File: config.mk
export PLATFORM = sky130hd
export DESIGN_NAME = ycr_core_sleep_ctrl
export DESIGN_NICKNAME = d
export VERILOG_FILES = /design/src/rtl/ycr_sleep_pkg.sv /design/src/rtl/ycr_outst_cnt.sv /design/src/rtl/ycr_core_sleep_ctrl.sv
export SDC_FILE = /design/constraint.sdc
export NUM_CORES = 1
export LEC_CHECK = 0
export ABC_AREA = 1
export ABC_CLOCK_PERIOD_IN_PS = 2300
export BUFFER_PORTS_ARGS = -buffer_cell sky130_fd_sc_hd__buf_2
export CORE_UTILIZATION = 45
export DETAILED_ROUTE_END_ITERATION = 16
export GPL_TIMING_DRIVEN = 0
export PLACE_DENSITY = 0.76
export SYNTH_ARGS = -nofsm -noshare
export SYNTH_HDL_FRONTEND = slang
export SYNTH_SLANG_ARGS = --single-unit
File: constraint.sdc
create_clock -name clk -period 2.3 [get_ports clk]
set_input_delay 0.23 -clock clk [delete_from_list [all_inputs] [get_ports clk]]
set_output_delay 0.23 -clock clk [all_outputs]
set_load 0.05 [all_outputs]
File: src/rtl/ycr_sleep_pkg.sv
// Shared definitions for the core-side sleep handshake: FSM state encoding
// and the default drain timeout.
package ycr_sleep_pkg;

    typedef enum logic [1:0] {
        ST_ACTIVE = 2'd0,
        ST_DRAIN  = 2'd1,
        ST_SLEEP  = 2'd2,
        ST_WAKE   = 2'd3
    } sleep_state_e;

    localparam int DRAIN_TMO_DEF = 200;

endpackage

File: src/rtl/ycr_outst_cnt.sv
// Outstanding-transaction tracker: saturating up/down counter with a zero flag.
module ycr_outst_cnt #(
    parameter int OUTST_W = 3
) (
    input  logic clk,
    input  logic rst,
    input  logic inc,
    input  logic dec,
    output logic zero
);

    localparam logic [OUTST_W-1:0] CNT_MAX = '1;

    logic [OUTST_W-1:0] cnt;

    // A request and a response in the same cycle cancel out.
    always_ff @(posedge clk or posedge rst) begin
        if (rst) begin
            cnt <= '0;
        end else if (inc && !dec && cnt != CNT_MAX) begin
            cnt <= cnt + 1'b1;
        end else if (dec && !inc && cnt != '0) begin
            cnt <= cnt - 1'b1;
        end
    end

    assign zero = (cnt == '0);

endmodule

File: src/rtl/ycr_core_sleep_ctrl.sv
// Core-side WFI sleep handshake: drains imem/dmem traffic, requests sleep
// from the clock-gate controller and stalls the core until wakeup.
module ycr_core_sleep_ctrl
    import ycr_sleep_pkg::*;
#(
    parameter int OUTST_W   = 3,
    parameter int TMO_W     = 8,
    parameter int DRAIN_TMO = DRAIN_TMO_DEF
) (
    input  logic       clk,
    input  logic       rst,
    input  logic       cfg_sleep_en,
    input  logic       wfi_req_i,
    input  logic       irq_pend_i,
    input  logic       imem_req_i,
    input  logic       imem_resp_i,
    input  logic       dmem_req_i,
    input  logic       dmem_resp_i,
    input  logic       wakeup_i,
    output logic       sleep_o,
    output logic       core_stall_o,
    output logic       wfi_done_o,
    output logic       aborted_o,
    output logic [1:0] state_o
);

    localparam logic [TMO_W-1:0] TMO_LIM = TMO_W'(DRAIN_TMO);

    sleep_state_e     state;
    sleep_state_e     state_nxt;
    logic [TMO_W-1:0] tmo_cnt;
    logic             imem_zero;
    logic             dmem_zero;
    logic             drained;
    logic             tmo_hit;
    logic             done_nxt;
    logic             abort_nxt;
    logic [3:0]       proto_err_cnt;

    ycr_outst_cnt #(.OUTST_W(OUTST_W)) u_imem_cnt (
        .clk  (clk),
        .rst  (rst),
        .inc  (imem_req_i),
        .dec  (imem_resp_i),
        .zero (imem_zero)
    );

    ycr_outst_cnt #(.OUTST_W(OUTST_W)) u_dmem_cnt (
        .clk  (clk),
        .rst  (rst),
        .inc  (dmem_req_i),
        .dec  (dmem_resp_i),
        .zero (dmem_zero)
    );

    assign drained = imem_zero && dmem_zero && !imem_req_i && !dmem_req_i;
    assign tmo_hit = (tmo_cnt == TMO_LIM);

    // The abort pulse is raised one cycle ahead so it coincides with the
    // final drain cycle; the following cycle then leaves DRAIN unconditionally.
    always_comb begin
        state_nxt = state;
        done_nxt  = 1'b0;
        abort_nxt = 1'b0;
        case (state)
            ST_ACTIVE: begin
                if (wfi_req_i) begin
                    if (!cfg_sleep_en || irq_pend_i) begin
                        done_nxt = 1'b1;
                    end else begin
                        state_nxt = ST_DRAIN;
                    end
                end
            end
            ST_DRAIN: begin
                if (tmo_hit || irq_pend_i) begin
                    state_nxt = ST_WAKE;
                end else if (drained) begin
                    state_nxt = ST_SLEEP;
                end else if (tmo_cnt == TMO_LIM - 1'b1) begin
                    abort_nxt = 1'b1;
                end
            end
            ST_SLEEP: begin
                if (wakeup_i || irq_pend_i) begin
                    state_nxt = ST_WAKE;
                end
            end
            ST_WAKE: begin
                state_nxt = ST_ACTIVE;
                done_nxt  = 1'b1;
            end
            default: state_nxt = ST_ACTIVE;
        endcase
    end

    always_ff @(posedge clk or posedge rst) begin
        if (rst) begin
            state         <= ST_ACTIVE;
            tmo_cnt       <= '0;
            sleep_o       <= 1'b0;
            core_stall_o  <= 1'b0;
            wfi_done_o    <= 1'b0;
            aborted_o     <= 1'b0;
            proto_err_cnt <= '0;
        end else begin
            state        <= state_nxt;
            sleep_o      <= (state_nxt == ST_SLEEP);
            core_stall_o <= (state_nxt != ST_ACTIVE);
            wfi_done_o   <= done_nxt;
            aborted_o    <= abort_nxt;
            tmo_cnt      <= (state == ST_DRAIN) ? tmo_cnt + 1'b1 : '0;
            // Traffic while the core should be asleep is a protocol error.
            if (state == ST_SLEEP && (imem_req_i || dmem_req_i) && proto_err_cnt != '1) begin
                proto_err_cnt <= proto_err_cnt + 1'b1;
            end
        end
    end

    assign state_o = state;

endmodule

==> impl_metrics.env <==
export IMPL_drv_cap=0
export IMPL_hold_buffers=0
export IMPL_startpoint_type="register"
export IMPL_power_density_mw_per_mm2=1150
export IMPL_drc_errors=0
export IMPL_power_leakage_nw=0.649
export IMPL_cts_sinks=20
export IMPL_wl_per_cell_um=10.4
export IMPL_detail_route_antenna_nets=0
export IMPL_viasPerCell=4.82
export IMPL_wirelength_um=1840
export IMPL_die_area_mm2=0.00267
export IMPL_num_nets_final=169
export IMPL_antenna_found_initial=0
export IMPL_ys_seq_area_share_pct=45.0
export IMPL_initial_core_util_pct=48.8
export IMPL_regArea_um2=500
export IMPL_critPathKind="register to register"
export IMPL_max_freq_mhz=618
export IMPL_hold_path_class="input pin to asynchronous set/reset pin"
export IMPL_worst_path_max_fanout=4
export IMPL_h_tree_depth=1
export IMPL_ys_types=21
export IMPL_grt_overflow=0
export IMPL_first_pass_iters=4
export IMPL_finalHoldViolCount=0
export IMPL_rsz0062_at_grt="no"
export IMPL_final_util_pct=55.3
export IMPL_maxSlewHeadroom_pct=51.6
export IMPL_syn2layout_area_growth_pct=13.2
export IMPL_diodes=0
export IMPL_synth_fp_nets=149
export IMPL_multi_input_area_um2=532
export IMPL_synth_top_area_share_pct=45.0
export IMPL_worstMarginPinSlew_ps=725
export IMPL_path_common_cell="nand3_1"
export IMPL_drv_slew=0
export IMPL_clk_path_buf_depth=2
export IMPL_synth_area_leaders="dfrtp_1 (45%), nand2_1 (9.8%), ha_1 (7.9%)"
export IMPL_ir_drop_uv=891
export IMPL_dr_first_iter_drc_count=38
export IMPL_crit_chain="nand3_1 -> nand3_1 -> fa_1 -> mux2i_1 -> xor2_1"
export IMPL_cp_data_required_time_ps=2530
export IMPL_cpPeakStageDelay_ps=480
export IMPL_die_w_um=51.7
export IMPL_drive_gt1_share_pct=18.1
export IMPL_run_status="finished clean"
export IMPL_grt_max_degree=21
export IMPL_io_pins=16
export IMPL_cp_slowest_cell="fa_1"
export IMPL_yosys_area_top_type="dfrtp_1"
export IMPL_worstPathArrival_ps=1850
export IMPL_setup_viol=0
export IMPL_clockRootBuffer="clkbuf_4"
export IMPL_clkSlewWorstSetupHoldPaths_ps=110
export IMPL_dp_hpwl_um=1470
export IMPL_syn_inst=130
export IMPL_cts_buffers=3
export IMPL_fillCellCount=206
export IMPL_tns_ps=0
export IMPL_synth_avg_cell_area_um2=8.55
export IMPL_hold_worst_slack_ps=32.7
export IMPL_p_total_mw=1.44
export IMPL_period_needed_ps=1620
export IMPL_grt_pass1_wl_um=3420
export IMPL_clkLatencyLatePin_ps=300
export IMPL_post_cts_setup_buffers=0
export IMPL_yosysWarnings=0
export IMPL_skew_ps=7.27
export IMPL_cts_resized=0
export IMPL_grt_pass1_vias=806
export IMPL_rows=17
export IMPL_pre_cts_ws_ps=719
export IMPL_gp_congestion=0.744
export IMPL_vias=854
export IMPL_die_y_um=51.7
export IMPL_synth_seq_cells=20
export IMPL_fin_crit_sh_pct=70.4
export IMPL_portBuffers=15
export IMPL_cts_tree="done"
export IMPL_grt_usage_pct=17.4
export IMPL_core_mm2=0.00228
export IMPL_syn_area_mm2=0.00111
export IMPL_cp_end_kind="register"
export IMPL_layout_setup_ws_ps=681
where the power goes:
group	total, mW	switching (mW)	internal, mW
combinational	0.670	0.429	0.241
clock	0.197	0.100	0.0965
sequential	0.573	0.112	0.462
worst paths after layout:
kind	startpoint	to	slack, ps	cells after the start
worst max-delay path	u_dmem_cnt.cnt[0]$_DFFE_PP0P_	u_dmem_cnt.cnt[2]$_DFFE_PP0P_	680	5
worst min-delay path	rst	u_imem_cnt.cnt[2]$_DFFE_PP0P_	30	2
worst max register to register	u_dmem_cnt.cnt[0]$_DFFE_PP0P_	u_dmem_cnt.cnt[2]$_DFFE_PP0P_	680	5
worst min register to register	tmo_cnt[7]$_DFF_PP0_	tmo_cnt[7]$_DFF_PP0_	480	1
max in group asynchronous	rst	tmo_cnt[5]$_DFF_PP0_	1800	2
min in group clk	wfi_req_i	wfi_done_o$_DFF_PP0_	200	3
area by class of cell:
cell class	instances	share of cell area, %
Buffer	1	0.597
Clock buffer	4	2.89
Inverter	19	5.67
Multi-Input combinational cell	90	42.3
Sequential cell	20	39.8
Tap cell	28	2.79
Timing Repair Buffer	15	5.97
critical path, delay by kind of cell (launching register included):
kind / cells / cell delay, ps
adder cells (fa/ha/maj): 1 / 480
flip-flops: 1 / 460
AND/OR/NAND/NOR: 2 / 260
multiplexers: 1 / 190
XOR/XNOR: 1 / 160
cell usage in the layout, fill, tap and decap left out, types with 2 or more instances in the layout:
cell,count
nand2_1,29
o21ai_0,5
fa_1,2
nand3_2,2
buf_2,15
nor2_1,14
inv_1,19
nor2_2,2
clkbuf_4,3
nand3_1,11
a21oi_1,6
ha_1,7
dfrtp_1,20
xor2_1,4
synth_stat cells (all sizes together):
cell and number:
a21oi 7, a31oi 1, buf 1, dfrtp 20, fa 2, ha 7
inv 19, mux2 1, mux2i 1, nand2 29, nand3 13, nor2 16
nor3 2, nor4b 1, o21ai 6, xor2 4
stage by stage:
stage / instances / instance area [um2]
2_1_floorplan: 130 / 1110
3_5_place_dp: 173 / 1220
6_report: 177 / 1260
3_3_place_gp: 173 / 1220
5_1_grt: 177 / 1260
4_1_cts: 177 / 1260
cells by family (layout without fill, tap and decap cells):
group | after synthesis | after routing | synth area share (%)
xor+xnor | 4 | 4 | 3.15
mux | 2 | 2 | 1.91
fa+ha+maj | 9 | 9 | 11.5
buf+inv | 20 | 39 | 7.09
flops | 20 | 20 | 45.0
simple gates | 61 | 61 | 24.5
compound gates | 14 | 14 | 6.76
routing by layer:
layer | global-route usage, % | vias to the layer above | part of all wire [%]
li1 | - | 449 | -
met1 | 23.6 | 386 | 49
met2 | 27.3 | 17 | 47
met3 | 3.51 | 2 | 3.4
met4 | 6.76 | 0 | 0.65
met5 | 0 | - | 0
sequential cells by signal, indices dropped and copies added, names as in the netlist:
signal / cells
aborted_o: 1
core_stall_o: 1
sleep_o: 1
state_o: 2
tmo_cnt: 8
u_dmem_cnt.cnt: 3
u_imem_cnt.cnt: 3
wfi_done_o: 1
No activity file was read; power rests on OpenSTA's default activity.
